**src/rtl/master_spi_if.sv**
```systemverilog
// Byte-level controller handshake plus the SPI pin bundle for master_spi.
interface master_spi_if;
    logic       start;
    logic       last;
    logic [7:0] data_to_send;
    logic [7:0] data_received;
    logic       busy;
    logic       done;
    logic       cs;
    logic       sck;
    logic       mosi;
    logic       miso;

    modport master (
        input  start, last, data_to_send, miso,
        output data_received, busy, done, cs, sck, mosi
    );

    modport slave (
        output start, last, data_to_send, miso,
        input  data_received, busy, done, cs, sck, mosi
    );
endinterface

```
**src/rtl/master_spi.sv**
```systemverilog
// SPI mode-0 master, MSB first, 8-bit frames, with CS held low between bytes
// until the controller marks a byte as the last of the transaction.
module master_spi #(
    parameter int CLOCK_HZ = 25_000_000,
    parameter int SPI_HZ   = 1_000_000
) (
    input logic          clk,
    input logic          rst,
    master_spi_if.master bus
);
    localparam int HALF  = CLOCK_HZ / (2 * SPI_HZ);
    localparam int CNT_W = (HALF < 1) ? 1 : $clog2(HALF + 1);
    localparam logic [CNT_W-1:0] TICK_LAST = CNT_W'(HALF - 1);
    localparam logic [CNT_W-1:0] TICK_END  = CNT_W'(HALF);

    generate
        if (HALF < 1) begin : g_half_check
            $error("master_spi: CLOCK_HZ must be at least 2*SPI_HZ");
        end
    endgenerate

    typedef enum logic [2:0] {IDLE, HOLD, SETUP, HIGH, LOW, END} state_t;

    state_t           state, state_next;
    logic [CNT_W-1:0] cnt, cnt_next;
    logic [2:0]       bit_cnt;
    logic [7:0]       tx_shift, rx_shift, rx_byte;
    logic             last_byte;
    logic             cs_reg, sck_reg, mosi_reg, busy_reg, done_reg;
    logic             accept, finish, enter_high, leave_high;

    always_ff @(posedge clk) begin
        if (rst) begin
            state <= IDLE;
            cnt   <= '0;
        end else begin
            state <= state_next;
            cnt   <= cnt_next;
        end
    end

    // END runs one count longer than the other phases so Done lands on its own cycle.
    always_comb begin
        state_next = state;
        cnt_next   = cnt + 1'b1;
        accept     = 1'b0;
        finish     = 1'b0;
        enter_high = 1'b0;
        leave_high = 1'b0;
        case (state)
            IDLE, HOLD: begin
                cnt_next = '0;
                if (bus.start && !done_reg) begin
                    accept     = 1'b1;
                    state_next = SETUP;
                end
            end
            SETUP, LOW: begin
                if (cnt == TICK_LAST) begin
                    cnt_next   = '0;
                    enter_high = 1'b1;
                    state_next = HIGH;
                end
            end
            HIGH: begin
                if (cnt == TICK_LAST) begin
                    cnt_next   = '0;
                    leave_high = 1'b1;
                    state_next = (bit_cnt == 3'd7) ? END : LOW;
                end
            end
            END: begin
                if (cnt == TICK_END) begin
                    cnt_next   = '0;
                    finish     = 1'b1;
                    state_next = last_byte ? IDLE : HOLD;
                end
            end
            default: begin
                cnt_next   = '0;
                state_next = IDLE;
            end
        endcase
    end

    always_ff @(posedge clk) begin
        if (rst) begin
            cs_reg   <= 1'b1;
            sck_reg  <= 1'b0;
            mosi_reg <= 1'b0;
            busy_reg <= 1'b0;
            done_reg <= 1'b0;
            rx_byte  <= 8'h00;
            bit_cnt  <= 3'd0;
        end else begin
            done_reg <= finish;
            if (done_reg) busy_reg <= 1'b0;
            if (accept) begin
                cs_reg   <= 1'b0;
                mosi_reg <= bus.data_to_send[7];
                busy_reg <= 1'b1;
                bit_cnt  <= 3'd0;
            end
            if (enter_high) sck_reg <= 1'b1;
            if (leave_high) begin
                sck_reg <= 1'b0;
                bit_cnt <= bit_cnt + 1'b1;
                if (bit_cnt != 3'd7) mosi_reg <= tx_shift[6];
            end
            if (finish) begin
                rx_byte <= rx_shift;
                if (last_byte) begin
                    cs_reg   <= 1'b1;
                    mosi_reg <= 1'b0;
                end
            end
        end
    end

    // MISO is captured on the same edge that raises SCK.
    always_ff @(posedge clk) begin
        if (accept) begin
            tx_shift  <= bus.data_to_send;
            last_byte <= bus.last;
        end else if (leave_high) begin
            tx_shift <= {tx_shift[6:0], 1'b0};
        end
        if (enter_high) rx_shift <= {rx_shift[6:0], bus.miso};
    end

    assign bus.cs            = cs_reg;
    assign bus.sck           = sck_reg;
    assign bus.mosi          = mosi_reg;
    assign bus.busy          = busy_reg;
    assign bus.done          = done_reg;
    assign bus.data_received = rx_byte;
endmodule

```
**src/flat_wrapper.sv**
```systemverilog
// flat-port wrapper written by rule: the top's interface ports become plain ports
module master_spi_flat 
#(
    parameter int CLOCK_HZ = 25_000_000,
    parameter int SPI_HZ   = 1_000_000
)
  (clk, rst, bus_start, bus_last, bus_data_to_send, bus_miso, bus_data_received, bus_busy, bus_done, bus_cs, bus_sck, bus_mosi);
  master_spi_if bus_i ();
  input logic clk;
  input logic rst;
  input wire logic [$bits(bus_i.start)-1:0] bus_start;
  input wire logic [$bits(bus_i.last)-1:0] bus_last;
  input wire logic [$bits(bus_i.data_to_send)-1:0] bus_data_to_send;
  input wire logic [$bits(bus_i.miso)-1:0] bus_miso;
  output wire logic [$bits(bus_i.data_received)-1:0] bus_data_received;
  output wire logic [$bits(bus_i.busy)-1:0] bus_busy;
  output wire logic [$bits(bus_i.done)-1:0] bus_done;
  output wire logic [$bits(bus_i.cs)-1:0] bus_cs;
  output wire logic [$bits(bus_i.sck)-1:0] bus_sck;
  output wire logic [$bits(bus_i.mosi)-1:0] bus_mosi;
  assign bus_i.start = bus_start;
  assign bus_i.last = bus_last;
  assign bus_i.data_to_send = bus_data_to_send;
  assign bus_i.miso = bus_miso;
  assign bus_data_received = bus_i.data_received;
  assign bus_busy = bus_i.busy;
  assign bus_done = bus_i.done;
  assign bus_cs = bus_i.cs;
  assign bus_sck = bus_i.sck;
  assign bus_mosi = bus_i.mosi;
  master_spi #(.CLOCK_HZ(CLOCK_HZ), .SPI_HZ(SPI_HZ)) u_core (.clk(clk), .rst(rst), .bus(bus_i));
endmodule
```
**config.mk**
```make
export PLATFORM = sky130hd
export DESIGN_NAME = master_spi_flat
export DESIGN_NICKNAME = d
export VERILOG_FILES = /design/src/rtl/master_spi_if.sv /design/src/rtl/master_spi.sv /design/src/flat_wrapper.sv
export SDC_FILE = /design/constraint.sdc
export NUM_CORES = 1
export LEC_CHECK = 0
export CAP_MARGIN = 20
export CORE_AREA = 4 4 57 110
export CTS_CLUSTER_DIAMETER = 50
export DETAILED_ROUTE_END_ITERATION = 10
export DIE_AREA = 0 0 61 114
export DONT_BUFFER_PORTS = 1
export GPL_TIMING_DRIVEN = 0
export PLACE_DENSITY = 0.55
export SLEW_MARGIN = 25
export SYNTH_ARGS = -nofsm -noshare
export SYNTH_HDL_FRONTEND = slang
export SYNTH_SLANG_ARGS = --single-unit
```
**constraint.sdc**
```tcl
create_clock -name clk -period 1.63 [get_ports clk]
set_input_delay 0 -clock clk [delete_from_list [all_inputs] [get_ports clk]]
set_output_delay 0 -clock clk [all_outputs]
set_load 0.05 [all_outputs]
```
==> metrics.txt <==
outcome completed; Worst Min Path Start rst; Vias/cell around 4.7; # setup viols final 0; Core Rows 38; R2R depth 4; Seq cells post-synth 39; data arrival time of the critical path ~1.6 ns; most used cell, CP buf_6; die width 61 um; Post-route DRC 0; Core ar. 5420 um^2; critical path startpoint u_core.state[1]; crit path max fanout 10; total CTS buffers 5; clock tree buffer depth 2; CP bufs+invs 2; power share of the sequential group 0.524; Die ar. between 6000 and 7000 um^2; P_int between 1.5 and 2 mW; Clock Skew about 0.0049 ns; minimum clock period between 1.5 and 2 ns; cell type with the highest aggregate area in the netlist edfxtp_1; Crit path max-delay family simple AND/OR/NAND/NOR gates; die height between 100 and 150 um; clock latency on the worst-skew pair roughly 0.3 ns; CP Launch Type register; Max stage delay on crit path around 0.56 ns; pwr/cell area between 1000 and 1500 nW/um^2; Worst path depth 4; Slew HR 0.636; top cell type's share of synthesized area 0.307; I/O pin cnt 26; vias after detailed routing 1071; gr usage total 0.108; Clk network pwr share 0.403; Max-cap violations 0; final period utilization 0.955; gpl congestion just over 0.7; VDD IR max roughly 0.00077 V; count leader, synth nand2_1; asr flop ratio synth 0; largest cells by area after synthesis edfxtp_1 (31%), dfxtp_1 (29%), nand2_1 (6.2%), mux2i_1 (5.8%), ha_1 (3.2%); Primary FF master, synth dfxtp_1; Worst-path clk slew roughly 0.080 ns; fin. max-slew vios 0; First-pass DRT Iterations 4; Switch Pwr 0.494 mW; port bufs 0; Post-Route WL roughly 3200 um; commonest cells in the netlist nand2_1 (26), dfxtp_1 (23), edfxtp_1 (16), nor2_1 (13); Synth Instances around 150; Setup Crit Path Kind register to register; sequential-to-total area share from yosys stat 0.601; Mean Syn Cell Area approximately 11 um^2; worst r2r src u_core.state[1]; Sw Share 0.238; Final Hold Violating Endpoints 0; total placed instance area between 1500 and 2000 um^2; CP max-delay cell or4b_4; Synth cell types 33; fmax 0.643 GHz; number of antenna diodes 0; CP endpoint kind register; Post-Syn Area between 1500 and 2000 um^2; initial core utilization 0.289; Post-synth EDFFs 16; HPWL Detailed approximately 2300 um; WL per Instance 14.3 um; Worst Max-Slew Pin Slew 0.545 ns; synthesized net count 164; share of post-route cells with drive strength above 1 0.139; Pleak between 0.7 and 0.8 nW; final layout net count 182; Final Instance Area just under 2000 um^2; clk sink count 39; synthesis-to-layout area growth 24.3%; pin count of the biggest net entering global routing 15; vias in the first global route 1110; first-pass GRT wire length roughly 5400 um; Root Driver clkbuf_8; combinational share of power 0.073; TritonCTS clock tree done; fill count 571; aggregate global routing overflow 0; 1st-iter DRT viols 19; Worst Hold Class input pin to register; Crit path required time between 1.5 and 2 ns; setup_tns 0 ns; hold depth 3; synth warn 0; crit-path cells buf_6, or4b_4, buf_6, nand2_8; Post-DRT Antenna Nets 0; antenna violations before repair 0; htree depth 2
## final cells by class
class | instances | area [um^2] | share of cell area
repair buffers | 13 | 138 | 0.0707
multi-input cells | 98 | 621 | 0.319
inverters | 3 | 11.3 | 0.00578
well taps | 60 | 75.1 | 0.0386
clock buffers | 5 | 68.8 | 0.0353
clock inverters | 3 | 47.5 | 0.0244
flip-flops and latches | 39 | 948 | 0.487
plain buffers | 5 | 37.5 | 0.0193
## stage by stage
step	instances	util	setup slack [ns]	total power [mW]	hold WS, ns
floorplan	147	-	0.0114	1.20	0.0989
global placement	207	0.306	-0.147	1.23	0.0990
detailed placement	207	0.306	-0.197	1.23	0.0990
CTS	227	0.358	0.000492	2.11	0.000370
global route	226	0.359	-0.00799	2.17	0.0648
finish	226	0.359	0.0740	2.08	0.00408
## cells in the final DEF (no fill, tap or decap), types with 2 or more instances in the layout
cell type,netlist,final
a21oi_1,9,9
buf_4,0,2
buf_6,1,2
clkbuf_1,3,2
clkbuf_8,0,5
dfxtp_1,23,19
dfxtp_2,0,3
dlygate4sd3_1,0,11
edfxtp_1,16,16
ha_1,4,3
inv_1,2,2
mux2i_1,9,9
nand2_1,26,25
nand2b_1,8,8
nand3_1,5,5
nor2_1,13,13
nor3_1,4,3
nor3b_1,3,2
## kinds of logic after synthesis
kind of cell    synth area share
buf+inv                   0.0311
mux                       0.0575
xor+xnor                  0.0112
flops                      0.601
fa+ha+maj                 0.0320
simple gates               0.200
compound gates            0.0679
## path summary, 6_finish.rpt
path / to / slack, ns
hold / removal: u_core.cnt[0] / 0.004
hold reg to reg: u_core.cnt[0] / 0.45
setup reg to reg: u_core.tx_shift[5] / 0.07
setup / recovery: u_core.tx_shift[5] / 0.07
## timing repair
| item | CTS | global route |
|---|---|---|
| cloned | 0 | 0 |
| endpoints found under the setup margin | 23 | 30 |
| setup buffers | 2 | 0 |
| endpoints found under the hold margin | 13 | 0 |
| pin swaps | 2 | 2 |
| gates resized for setup | 7 | 8 |
| hold buffers | 11 | 0 |
## routing by layer
layer  global-route usage  share of wire  vias to the layer above
met5                    0              0                        -
met4               0.0695          0.032                        0
met3               0.0340          0.052                        7
met2                0.181           0.55                       18
met1                0.110           0.36                      500
li1                     -              -                      546
## worst min-delay path, cell delays in order
cell and delay (ns):
nor2_1 0.08, a2bb2oi_1 0.11, nor2_1 0.09
## power by group through the flow
stage	registers, mW	logic [mW]	clock network, mW
final	1.09	0.152	0.838
after global routing	1.09	0.175	0.906
after CTS	1.09	0.158	0.865
after detailed placement	1.11	0.122	0
after global placement	1.11	0.122	0
after floorplan	1.11	0.0982	0
(Power assumes the default switching activity.)
